### config.mk
export PLATFORM = sky130hd
export DESIGN_NAME = multicycle_control
export DESIGN_NICKNAME = d
export VERILOG_FILES = /design/src/rtl/mc_pkg.sv /design/src/rtl/mc_decode.sv /design/src/rtl/multicycle_control.sv
export SDC_FILE = /design/constraint.sdc
export NUM_CORES = 1
export LEC_CHECK = 0
export ABC_AREA = 1
export BUFFER_PORTS_ARGS = -buffer_cell sky130_fd_sc_hd__buf_2
export CAP_MARGIN = 5
export CORE_AREA = 3 3 40 42
export CTS_BUF_LIST = sky130_fd_sc_hd__clkbuf_16
export DETAILED_ROUTE_END_ITERATION = 10
export DIE_AREA = 0 0 43 45
export GPL_TIMING_DRIVEN = 0
export PLACE_DENSITY = 0.69
export SLEW_MARGIN = 25
export SYNTH_ARGS = -nofsm -noshare
export SYNTH_HDL_FRONTEND = slang
export SYNTH_SLANG_ARGS = --single-unit
### constraint.sdc
create_clock -name clk -period 4.05 [get_ports clk]
set_clock_uncertainty 0.1 [all_clocks]
set_input_delay 0.81 -clock clk [delete_from_list [all_inputs] [get_ports clk]]
set_output_delay 0.81 -clock clk [all_outputs]
set_load 0.1 [all_outputs]
### src/rtl/mc_pkg.sv
// mc_pkg: shared definitions for the multicycle control FSM.
//   - state_e  : FSM state encodings
//   - OP_*     : opcode values (IR[15:12])
//   - ALU_*    : ALU operation select codes
//   - PC_SRC_* / ALUB_* : datapath mux select codes
//   - ctrl_t   : control word produced by mc_decode
//   - is_legal_op : true for every defined opcode
package mc_pkg;

  typedef enum logic [3:0] {
    ST_FETCH    = 4'd0,
    ST_DECODE   = 4'd1,
    ST_EXEC_R   = 4'd2,
    ST_WB_R     = 4'd3,
    ST_EXEC_I   = 4'd4,
    ST_WB_I     = 4'd5,
    ST_MEM_ADDR = 4'd6,
    ST_MEM_RD   = 4'd7,
    ST_MEM_WB   = 4'd8,
    ST_MEM_WR   = 4'd9,
    ST_BRANCH   = 4'd10,
    ST_JUMP     = 4'd11,
    ST_HALT     = 4'd12
  } state_e;

  localparam logic [3:0] OP_ADD  = 4'd0;
  localparam logic [3:0] OP_SUB  = 4'd1;
  localparam logic [3:0] OP_AND  = 4'd2;
  localparam logic [3:0] OP_OR   = 4'd3;
  localparam logic [3:0] OP_ADDI = 4'd4;
  localparam logic [3:0] OP_LW   = 4'd5;
  localparam logic [3:0] OP_SW   = 4'd6;
  localparam logic [3:0] OP_BEQ  = 4'd7;
  localparam logic [3:0] OP_JMP  = 4'd8;
  localparam logic [3:0] OP_HALT = 4'd15;

  localparam logic [2:0] ALU_ADD = 3'd0;
  localparam logic [2:0] ALU_SUB = 3'd1;
  localparam logic [2:0] ALU_AND = 3'd2;
  localparam logic [2:0] ALU_OR  = 3'd3;

  localparam logic [1:0] PC_SRC_ALU  = 2'd0;
  localparam logic [1:0] PC_SRC_BTA  = 2'd1;
  localparam logic [1:0] PC_SRC_JUMP = 2'd2;

  localparam logic [1:0] ALUB_REG = 2'd0;
  localparam logic [1:0] ALUB_ONE = 2'd1;
  localparam logic [1:0] ALUB_IMM = 2'd2;

  typedef struct packed {
    logic       pc_we;
    logic [1:0] pc_src;
    logic       ir_we;
    logic       iord;
    logic       mem_re;
    logic       mem_we;
    logic       alu_src_a;
    logic [1:0] alu_src_b;
    logic [2:0] alu_op;
    logic       rf_we;
    logic       rf_dst;
    logic       rf_src;
    logic       halted;
  } ctrl_t;

  function automatic logic is_legal_op(input logic [3:0] op);
    case (op)
      OP_ADD, OP_SUB, OP_AND, OP_OR, OP_ADDI,
      OP_LW, OP_SW, OP_BEQ, OP_JMP, OP_HALT: is_legal_op = 1'b1;
      default:                               is_legal_op = 1'b0;
    endcase
  endfunction

endpackage

### src/rtl/mc_decode.sv
// mc_decode: purely combinational state -> control-word decoder.
// Ports:
//   state     in  current FSM state
//   opcode_lo in  opcode[1:0], selects the ALU op for R-type execute
//   alu_zero  in  ALU zero flag, gates the PC load in BRANCH
//   mem_ready in  memory handshake, gates IR/PC load in FETCH
//   ctrl      out control word (all fields 0 unless the state drives them)
module mc_decode
  import mc_pkg::*;
(
  input  state_e     state,
  input  logic [1:0] opcode_lo,
  input  logic       alu_zero,
  input  logic       mem_ready,
  output ctrl_t      ctrl
);

  // Control word per state; everything defaults to inactive.
  always_comb begin
    ctrl = '0;
    case (state)
      ST_FETCH: begin
        ctrl.mem_re    = 1'b1;
        ctrl.iord      = 1'b0;
        // PC+1 path is set up every FETCH cycle; only the loads wait for memory.
        ctrl.pc_src    = PC_SRC_ALU;
        ctrl.alu_src_a = 1'b0;
        ctrl.alu_src_b = ALUB_ONE;
        ctrl.alu_op    = ALU_ADD;
        ctrl.ir_we     = mem_ready;
        ctrl.pc_we     = mem_ready;
      end
      ST_DECODE: begin
        ctrl.alu_src_a = 1'b0;
        ctrl.alu_src_b = ALUB_IMM;
        ctrl.alu_op    = ALU_ADD;
      end
      ST_EXEC_R: begin
        ctrl.alu_src_a = 1'b1;
        ctrl.alu_src_b = ALUB_REG;
        ctrl.alu_op    = {1'b0, opcode_lo};
      end
      ST_WB_R: begin
        ctrl.rf_we  = 1'b1;
        ctrl.rf_dst = 1'b1;
        ctrl.rf_src = 1'b0;
      end
      ST_EXEC_I, ST_MEM_ADDR: begin
        ctrl.alu_src_a = 1'b1;
        ctrl.alu_src_b = ALUB_IMM;
        ctrl.alu_op    = ALU_ADD;
      end
      ST_WB_I: begin
        ctrl.rf_we  = 1'b1;
        ctrl.rf_dst = 1'b0;
        ctrl.rf_src = 1'b0;
      end
      ST_MEM_RD: begin
        ctrl.mem_re = 1'b1;
        ctrl.iord   = 1'b1;
      end
      ST_MEM_WB: begin
        ctrl.rf_we  = 1'b1;
        ctrl.rf_dst = 1'b0;
        ctrl.rf_src = 1'b1;
      end
      ST_MEM_WR: begin
        ctrl.mem_we = 1'b1;
        ctrl.iord   = 1'b1;
      end
      ST_BRANCH: begin
        ctrl.alu_src_a = 1'b1;
        ctrl.alu_src_b = ALUB_REG;
        ctrl.alu_op    = ALU_SUB;
        ctrl.pc_src    = PC_SRC_BTA;
        ctrl.pc_we     = alu_zero;
      end
      ST_JUMP: begin
        ctrl.pc_we  = 1'b1;
        ctrl.pc_src = PC_SRC_JUMP;
      end
      ST_HALT: begin
        ctrl.halted = 1'b1;
      end
      default: begin
        ctrl = '0;
      end
    endcase
  end

endmodule

### src/rtl/multicycle_control.sv
// multicycle_control: control FSM for the multicycle datapath
// (FETCH, DECODE, EXECUTE, MEMORY, WRITEBACK) with memory wait-states.
// Ports:
//   clk, reset (async, active-high)      clock and reset
//   opcode, alu_zero, mem_ready          status from datapath / memory
//   pc_we, pc_src, ir_we, iord, mem_re, mem_we, alu_src_a, alu_src_b,
//   alu_op, rf_we, rf_dst, rf_src        datapath strobes and selects
//   halted                               FSM sits in HALT
//   illegal                              sticky undefined-opcode flag
//   retired (MC_RETIRE_COUNT_EN only)    retired-instruction counter
// Build option: define MC_RETIRE_COUNT_EN to add the `retired` counter.
module multicycle_control
  import mc_pkg::*;
#(
  parameter int OPW    = 4,
  parameter int ALUOPW = 3
`ifdef MC_RETIRE_COUNT_EN
  , parameter int CNTW = 16
`endif
) (
  input  logic              clk,
  input  logic              reset,
  input  logic [OPW-1:0]    opcode,
  input  logic              alu_zero,
  input  logic              mem_ready,
  output logic              pc_we,
  output logic [1:0]        pc_src,
  output logic              ir_we,
  output logic              iord,
  output logic              mem_re,
  output logic              mem_we,
  output logic              alu_src_a,
  output logic [1:0]        alu_src_b,
  output logic [ALUOPW-1:0] alu_op,
  output logic              rf_we,
  output logic              rf_dst,
  output logic              rf_src,
  output logic              halted,
  output logic              illegal
`ifdef MC_RETIRE_COUNT_EN
  , output logic [CNTW-1:0] retired
`endif
);

  state_e state_q, state_d;
  logic   illegal_q, illegal_d;
  ctrl_t  ctrl_s, ctrl_out_s;

  mc_decode u_decode (
    .state     (state_q),
    .opcode_lo (opcode[1:0]),
    .alu_zero  (alu_zero),
    .mem_ready (mem_ready),
    .ctrl      (ctrl_s)
  );

  // Next-state logic; unreachable encodings fall back to FETCH.
  always_comb begin
    state_d = state_q;
    case (state_q)
      ST_FETCH: begin
        if (mem_ready) state_d = ST_DECODE;
        else           state_d = ST_FETCH;
      end
      ST_DECODE: begin
        case (opcode)
          OP_ADD, OP_SUB, OP_AND, OP_OR: state_d = ST_EXEC_R;
          OP_ADDI:                       state_d = ST_EXEC_I;
          OP_LW, OP_SW:                  state_d = ST_MEM_ADDR;
          OP_BEQ:                        state_d = ST_BRANCH;
          OP_JMP:                        state_d = ST_JUMP;
          default:                       state_d = ST_HALT;  // HALT and illegal
        endcase
      end
      ST_EXEC_R:   state_d = ST_WB_R;
      ST_EXEC_I:   state_d = ST_WB_I;
      ST_MEM_ADDR: begin
        if (opcode == OP_SW) state_d = ST_MEM_WR;
        else                 state_d = ST_MEM_RD;
      end
      ST_MEM_RD: begin
        if (mem_ready) state_d = ST_MEM_WB;
        else           state_d = ST_MEM_RD;
      end
      ST_MEM_WR: begin
        if (mem_ready) state_d = ST_FETCH;
        else           state_d = ST_MEM_WR;
      end
      ST_WB_R, ST_WB_I, ST_MEM_WB, ST_BRANCH, ST_JUMP: state_d = ST_FETCH;
      ST_HALT:     state_d = ST_HALT;
      default:     state_d = ST_FETCH;
    endcase
  end

  // Sticky illegal-opcode flag, set when DECODE sees an undefined opcode.
  always_comb begin
    if ((state_q == ST_DECODE) && !is_legal_op(opcode)) illegal_d = 1'b1;
    else                                                 illegal_d = illegal_q;
  end

  // State and flag registers.
  always_ff @(posedge clk or posedge reset) begin
    if (reset) begin
      state_q   <= ST_FETCH;
      illegal_q <= 1'b0;
    end else begin
      state_q   <= state_d;
      illegal_q <= illegal_d;
    end
  end

  // Reset forces every strobe low combinationally, so the FETCH reset state
  // does not raise mem_re while reset is still held.
  always_comb begin
    if (reset) ctrl_out_s = '0;
    else       ctrl_out_s = ctrl_s;
  end

  assign pc_we     = ctrl_out_s.pc_we;
  assign pc_src    = ctrl_out_s.pc_src;
  assign ir_we     = ctrl_out_s.ir_we;
  assign iord      = ctrl_out_s.iord;
  assign mem_re    = ctrl_out_s.mem_re;
  assign mem_we    = ctrl_out_s.mem_we;
  assign alu_src_a = ctrl_out_s.alu_src_a;
  assign alu_src_b = ctrl_out_s.alu_src_b;
  assign alu_op    = ctrl_out_s.alu_op;
  assign rf_we     = ctrl_out_s.rf_we;
  assign rf_dst    = ctrl_out_s.rf_dst;
  assign rf_src    = ctrl_out_s.rf_src;
  assign halted    = ctrl_out_s.halted;
  assign illegal   = illegal_q;

`ifdef MC_RETIRE_COUNT_EN
  logic [CNTW-1:0] retired_q, retired_d;

  // Count completed instructions on the last cycle of each; HALT holds it.
  always_comb begin
    retired_d = retired_q;
    case (state_q)
      ST_WB_R, ST_WB_I, ST_MEM_WB, ST_BRANCH, ST_JUMP:
        retired_d = retired_q + CNTW'(1);
      ST_MEM_WR: begin
        if (mem_ready) retired_d = retired_q + CNTW'(1);
        else           retired_d = retired_q;
      end
      default: retired_d = retired_q;
    endcase
  end

  // Retired-instruction counter register.
  always_ff @(posedge clk or posedge reset) begin
    if (reset) retired_q <= '0;
    else       retired_q <= retired_d;
  end

  assign retired = retired_q;
`endif

endmodule

==> results of run 1 <==
[stage by stage]
stage / cells / hold WS (ns) / total power [mW] / setup slack, ns / cell area (sq um)
floorplan: 102 / 0.525 / 0.409 / 0.0730 / 549
global placement: 140 / 0.352 / 0.468 / 1.37 / 683
detailed placement: 140 / 0.353 / 0.468 / 1.37 / 683
CTS: 144 / 0.370 / 0.627 / 1.35 / 762
global route: 144 / 0.411 / 0.657 / 1.23 / 762
finish: 144 / 0.361 / 0.624 / 1.35 / 762
[final timing paths]
| path | startpoint | endpoint | slack, ns | depth (start not counted) |
|---|---|---|---|---|
| worst max register to register | state_q[0]$_DFF_PP0_ | state_q[0]$_DFF_PP0_ | 2.75 | 6 |
| worst min-delay path | illegal$_DFFE_PP0P_ | illegal$_DFFE_PP0P_ | 0.36 | 2 |
| min in group asynchronous | reset | state_q[0]$_DFF_PP0_ | 0.71 | 3 |
| max in group asynchronous | reset | illegal$_DFFE_PP0P_ | 2.98 | 3 |
| worst max-delay path | state_q[3]$_DFF_PP0_ | pc_we | 1.35 | 6 |
| worst min register to register | illegal$_DFFE_PP0P_ | illegal$_DFFE_PP0P_ | 0.36 | 2 |
[logic make-up (layout without fill, tap and decap cells)]
| group | after synthesis | in the layout | share of synthesized area (%) |
|---|---|---|---|
| and+or+nand+nor | 65 | 65 | 50.3 |
| buffers and inverters | 20 | 47 | 14.7 |
| AOI/OAI and AO/OA | 11 | 11 | 11.3 |
| DFF | 5 | 5 | 23.0 |
| other | 1 | 1 | 0.689 |
[power by group through the flow]
stage          Combinational [mW]  Clock [mW]  Sequential [mW]
6_report                    0.378       0.156           0.0905
5_1_grt                     0.402       0.162           0.0930
4_1_cts                     0.378       0.158           0.0900
3_5_place_dp                0.378           0           0.0904
3_3_place_gp                0.378           0           0.0908
2_1_floorplan               0.325           0           0.0840
[flip-flops by register name, indices dropped and copies added (netlist names)]
signal,cells
illegal,1
state_q,4
[cells in the mapped netlist]
| cell | n | share of area (%) |
|---|---|---|
| clkbuf_1 | 1 | 0.69 |
| nor3_1 | 5 | 4.6 |
| nand3_1 | 9 | 8.3 |
| inv_2 | 1 | 0.69 |
| o211ai_1 | 1 | 1.4 |
| buf_4 | 1 | 1.4 |
| conb_1 | 1 | 0.69 |
| buf_2 | 1 | 0.92 |
| nor2_4 | 1 | 2.1 |
| inv_1 | 16 | 11 |
| nand2_1 | 28 | 19 |
| a211oi_1 | 1 | 1.4 |
| a31oi_1 | 1 | 1.2 |
| nor2_2 | 2 | 2.3 |
| o21ai_0 | 2 | 1.8 |
| dfrtp_1 | 5 | 23 |
| a21oi_1 | 6 | 5.5 |
| nor2_1 | 20 | 14 |
[tightest hold or removal path, delay by kind of cell, from the launching register on]
kind	cells	cell delay, ns
flops	1	0.33
simple gates	1	0.05
buf+inv	1	0.04
[cell type report]
cell class / count / area, sq um
Sequential cell: 5 / 125
Clock inverter: 1 / 3.75
Timing Repair Buffer: 23 / 115
Multi-Input combinational cell: 77 / 344
Buffer: 3 / 16.3
Inverter: 17 / 63.8
Tap cell: 15 / 18.8
Fill cell: 142 / 523
Clock buffer: 3 / 75.1
[layer usage]
metal | GRT usage [%] | vias to the layer above
li1 | - | 370
met1 | 20.4 | 313
met2 | 24.6 | 10
met3 | 1.59 | 0
met4 | 5.42 | 0
met5 | 0 | -
==> flow_metrics.tcl, run 1 <==
set metrics [dict create \
    status "finished, final reports clean" \
    grtUsageTotal_pct 14.9 \
    die_h_microns 45 \
    period_share_pct 66.6 \
    hpwlAfterDp_microns 1170 \
    tns_ns 0 \
    first_pass_iters 4 \
    cts_max_level 1 \
    worst-path-buf-inv 2 \
    cts_tree "built" \
    grt_first_pass_wirelength_microns 2260 \
    fp.dieW_microns 43 \
    antenna_left 0 \
    antenna_found_initial 0 \
    cts_buffer_depth 2 \
    drc 0 \
    portBuffers 23 \
    post-cts-setup-buffer-count 0 \
    ys_types 18 \
    cts_root_buf "clkbuf_16" \
    cp_slowest_stage_delay_ns 0.44 \
    start_kind "register" \
    swShare_pct 58.4 \
    nNetsFinal 138 \
    met2_length_microns 706 \
    p_int_mw 0.260 \
    route.met3.wl_microns 40 \
    finish.utilization_pct 59.3 \
    layout_common_cells "nand2_1, buf_2, nor2_1" \
    end_kind "output port" \
    first_global_vias 579 \
    critPathSlowestCell "buf_2" \
    initial_core_util_pct 42.4 \
    finalHoldViolCount 0 \
    clkTransAtPathRegs_ns 0.03 \
    synthCells 102 \
    wl_microns 1410 \
    drt_iter0_markers 9 \
    yosysSeqAreaShare_pct 23.0 \
    required_ns 3.14 \
    drt-wirelength-per-cell_microns 9.80 \
    cts_buffers 3 \
    power_leakage_nw 0.452 \
    clkPwrFrac_pct 25.0 \
    ys_seq_elements 5 \
    crit_top_cell "nor2_1" \
    io_pins 26 \
    fp.coreArea_sq_um 1280 \
    holdBufCountCts 0 \
    highest_layer "met3" \
    syn-num-nets 110 \
    rsz0062_at_grt "false" \
    drv_slew 0 \
    die_area_sq_um 1940 \
    cap_violations 0 \
    p_per_area_nw_per_um2 819 \
    area_growth_pct 40.0 \
    layout.cells.most_common "nand2_1" \
    crit_path_max_fanout 4 \
    hold_class "reg2reg" \
    syn_area_sq_um 544 \
    vdd_drop_max_uv 429 \
    setup_violations 0 \
    diodes 0 \
    ctsResizeCount 0 \
    worstPathCellList "nor2_1 > nand2_1 > nor2_1 > inv_1 > a21oi_1 > buf_2" \
    cts_sinks 5 \
    combPwrFrac_pct 60.5 \
    p_switching_mw 0.364 \
    worstPathArrival_ns 1.79 \
    gp_congestion 0.859 \
    routed_via_density 4.81 \
    wl_met1_microns 664 \
    syn_avg_cell_area_sq_um 5.34 \
    grt-ovfl-total 0 \
    grt_max_degree 11 \
    fin_crit_ns 2.70 \
    crit_family "buffers and inverters" \
    row_count 13 \
    seq_power_share_pct 14.5 \
    vias 693 \
    yosysWarnings 0 \
    clk_latency_ns 0.22 \
    drive_gt1_share_pct 25.6 \
    timing.fmax_ghz 0.371 \
    criticalPathCategory "reg2out" \
]
Power figures use the tool's default switching activity.
==> inputs of run 2 (changes only) <==
- clock period: 4.05 -> 2.7 ns (I/O delays scaled with it)
==> flow_metrics.tcl, run 2 (synthesis results as in run 1) <==
set metrics [dict create \
    hold_class "reg2reg" \
    worstPathArrival_ns 1.90 \
    drt-wirelength-per-cell_microns 10.1 \
    cts_sinks 5 \
    drt_iter0_markers 14 \
    cts_tree "built" \
    first_pass_iters 4 \
    top_register "state_q" \
    vdd_drop_max_uv 562 \
    timing.fmax_ghz 0.394 \
    drc 0 \
    first_global_vias 621 \
    crit_end "pc_we" \
    instances_no_fill 144 \
    drive_gt1_share_pct 32.6 \
    cap_violations 0 \
    nNetsFinal 138 \
    grtUsageTotal_pct 16.8 \
    routed_via_density 4.91 \
    finalInstanceArea_sq_um 788 \
    rsz0062_at_grt "false" \
    fp.dieW_microns 43 \
    cts_buffer_depth 2 \
    power_leakage_nw 0.451 \
    drv_slew 0 \
    cts_buffers 3 \
    die_area_sq_um 1940 \
    cts_root_buf "clkbuf_16" \
    required_ns 2.06 \
    hpwlAfterDp_microns 1210 \
    post_dp_cell_area_sq_um 709 \
    crit_path_max_fanout 4 \
    antenna_found_initial 0 \
    end_kind "output port" \
    period_share_pct 94.0 \
    grt-ovfl-total 0 \
    row_count 13 \
    finalHoldViolCount 0 \
    reg2reg_slack_ns 1.39 \
    diodes 0 \
    largest_reg_flops 4 \
    p_per_area_nw_per_um2 1210 \
    die_h_microns 45 \
    r2r_end "state_q[0]$_DFF_PP0_" \
    grt_max_degree 11 \
    place_inst 140 \
    grt_first_pass_wirelength_microns 2480 \
    reg2reg_depth 5 \
    layout_common_cells "nand2_1, buf_2, inv_1" \
    area_growth_pct 44.8 \
    gp_congestion 0.819 \
    wl_microns 1460 \
    r2r-start "state_q[3]$_DFF_PP0_" \
    setup_violations 0 \
    holdBufCountCts 0 \
    layout.cells.most_common "nand2_1" \
    initial_core_util_pct 42.4 \
    criticalPathCategory "reg2out" \
    power_mw 0.954 \
    clk_latency_ns 0.23 \
    tns_ns 0 \
    io_pins 26 \
    vias 707 \
    startpoint "state_q[3]$_DFF_PP0_" \
    antenna_left 0 \
    fp.coreArea_sq_um 1280 \
    portBuffers 23 \
    start_kind "register" \
    ctsResizeCount 0 \
    status "finished, final reports clean" \
    clkTransAtPathRegs_ns 0.03 \
    cts_max_level 1 \
    post-cts-setup-buffer-count 0 \
    fin_crit_ns 2.54 \
]
[run 2: critical path: stages, from the launching register on]
cell and delay, ns:
dfrtp_1 0.43, nor2_1 0.27, nand2_1 0.17, nor2_1 0.16, inv_1 0.08, a21oi_1 0.13, buf_2 0.44
[run 2: routing by layer]
layer	vias up	GRT usage, %	routed length [microns]	part of all wire (%)
li1	376	-	-	-
met1	300	20.7	634	44
met2	27	27.2	691	47
met3	4	3.19	103	7.1
met4	0	10.2	27	1.9
met5	-	0	0	0
[run 2: how the worst min path moves through the flow]
stage / endpoint / slack [ns] / start / cells after the start
after floorplan: state_q[2]$_DFF_PP0_ / 0.52 / state_q[0]$_DFF_PP0_ / 3
final: illegal$_DFFE_PP0P_ / 0.36 / illegal$_DFFE_PP0P_ / 2
after detailed placement: illegal$_DFFE_PP0P_ / 0.35 / illegal$_DFFE_PP0P_ / 2
after CTS: illegal$_DFFE_PP0P_ / 0.37 / illegal$_DFFE_PP0P_ / 2
after global placement: illegal$_DFFE_PP0P_ / 0.35 / illegal$_DFFE_PP0P_ / 2
after global routing: illegal$_DFFE_PP0P_ / 0.42 / illegal$_DFFE_PP0P_ / 2
[run 2: cell type report]
type	instances	area, sq um
Buffer	3	16.3
Clock buffer	3	75.1
Clock inverter	1	3.75
Fill cell	126	497
Inverter	17	63.8
Multi-Input combinational cell	77	370
Sequential cell	5	125
Tap cell	15	18.8
Timing Repair Buffer	23	115
[run 2: where the power goes]
part	switching [mW]	internal [mW]	leakage [nW]
clock	0.0455	0.191	0.0423
combinational	0.477	0.104	0.348
sequential	0.0373	0.0984	0.0605
[run 2: through the flow]
step                util [%]  hold WS [ns]  worst slack, ns
floorplan                  -         0.525           -0.737
global placement        55.2         0.348            0.414
detailed placement      55.2         0.351            0.384
CTS                     61.3         0.366            0.145
global route            61.3         0.416           0.0530
finish                  61.3         0.361            0.162
==> inputs of run 3 (changes only) <==
- CORE_AREA: 3 3 40 42 -> default
- CORE_MARGIN: default -> 3
- CORE_UTILIZATION: default -> 30
- DIE_AREA: 0 0 43 45 -> default
- PLACE_DENSITY: 0.69 -> 0.53
==> flow_metrics.tcl, run 3 (synthesis results as in run 1) <==
set metrics [dict create \
    status "finished, final reports clean" \
    drt_iter0_markers 16 \
    worstPathCellList "nor2_1 > nand2_1 > nor2_1 > inv_1 > a21oi_1 > buf_2" \
    crit_path_max_fanout 4 \
    start_kind "register" \
    cap_violations 0 \
    cts_root_buf "clkbuf_16" \
    first_global_vias 614 \
    routed_via_density 4.50 \
    io_pins 26 \
    gp_congestion 0.854 \
    grt-ovfl-total 0 \
    reg2reg_slack_ns 1.38 \
    fin_ws_ns 0.186 \
    wl_microns 1550 \
    drv_slew 0 \
    diodes 0 \
    portBuffers 23 \
    timing.fmax_ghz 0.398 \
    route.met3.wl_microns 68 \
    r2r-start "state_q[3]$_DFF_PP0_" \
    hold_class "reg2reg" \
    instances_no_fill 153 \
    p_per_area_nw_per_um2 1200 \
    die_area_sq_um 2360 \
    finish.utilization_pct 49.6 \
    post-cts-setup-buffer-count 0 \
    largest_reg_flops 4 \
    nNetsFinal 138 \
    rsz0062_at_grt "false" \
    first_pass_iters 4 \
    antenna_found_initial 0 \
    grtUsageTotal_pct 14.2 \
    vias 689 \
    grt_first_pass_wirelength_microns 2680 \
    pre_cts_ws_ns 0.440 \
    cts_tree "built" \
    grt_max_degree 11 \
    row_count 14 \
    fp.dieW_microns 48.6 \
    place_inst 149 \
    fp.coreArea_sq_um 1610 \
    area_growth_pct 46.9 \
    clk_latency_ns 0.23 \
    power_leakage_nw 0.451 \
    antenna_left 0 \
    criticalPathCategory "reg2out" \
    worstPathArrival_ns 1.87 \
    hpwlAfterDp_microns 1280 \
    initial_core_util_pct 33.8 \
    highest_layer "met4" \
    finalHoldViolCount 0 \
    drt-wirelength-per-cell_microns 10.1 \
    end_kind "output port" \
    crit_top_cell "nor2_1" \
    clkTransAtPathRegs_ns 0.03 \
    worst-path-buf-inv 2 \
    die_h_microns 48.6 \
    drive_gt1_share_pct 32.6 \
    r2r_end "state_q[0]$_DFF_PP0_" \
    setup_violations 0 \
    period_share_pct 93.1 \
    top_register "state_q" \
    vdd_drop_max_uv 630 \
    cp_slowest_stage_delay_ns 0.44 \
    required_ns 2.06 \
    holdCritStartpoint "illegal$_DFFE_PP0P_" \
    crit_family "simple AND/OR/NAND/NOR gates" \
    wl_met1_microns 749 \
    holdBufCountCts 0 \
    layout.cells.most_common "nand2_1" \
    cts_buffer_depth 2 \
    cts_buffers 3 \
    fin_crit_ns 2.51 \
    met2_length_microns 708 \
    whs_path_depth 2 \
    reg2reg_depth 5 \
    ctsResizeCount 0 \
    cts_max_level 1 \
    hold_end "illegal$_DFFE_PP0P_" \
    tns_ns 0 \
    drc 0 \
    critPathSlowestCell "buf_2" \
    layout_common_cells "nand2_1, buf_2, inv_1" \
    cts_sinks 5 \
    power_mw 0.959 \
]
run 3: final cells by class:
cell class	instances	area (sq um)
clock inverters	1	3.75
repair buffers	23	115
plain buffers	3	16.3
well taps	24	30.0
multi-input cells	77	370
fillers	182	812
flip-flops and latches	5	125
clock buffers	3	75.1
inverters	17	63.8
run 3: worst min-delay path: stages, from the launching register on:
cell and delay [ns]:
dfrtp_1 0.33, inv_1 0.04, nand2_1 0.05
run 3: worst max path at each step:
stage / from / endpoint / slack [ns] / cells past startpoint
after CTS: state_q[3]$_DFF_PP0_ / pc_we / 0.19 / 6
final: state_q[3]$_DFF_PP0_ / pc_we / 0.19 / 6
after floorplan: reset / alu_op[1] / -0.74 / 2
after global routing: state_q[3]$_DFF_PP0_ / pc_we / 0.05 / 6
after global placement: state_q[3]$_DFF_PP0_ / pc_we / 0.38 / 6
after detailed placement: state_q[3]$_DFF_PP0_ / pc_we / 0.44 / 6
run 3: metal layers:
layer  up-vias  GRT usage, %
li1        373             -
met1       300          19.5
met2        14          21.1
met3         2          1.84
met4         0          8.53
met5         -             0
run 3: where the power goes:
group / internal (mW) / switching (mW)
sequential: 0.0984 / 0.0392
combinational: 0.104 / 0.479
clock: 0.192 / 0.0464
run 3: stage by stage:
| stage | hold WS, ns | instance area, sq um |
|---|---|---|
| 2_1_floorplan | 0.525 | 576 |
| 6_report | 0.362 | 800 |
| 3_5_place_dp | 0.359 | 721 |
| 3_3_place_gp | 0.349 | 721 |
| 5_1_grt | 0.398 | 800 |
| 4_1_cts | 0.368 | 800 |
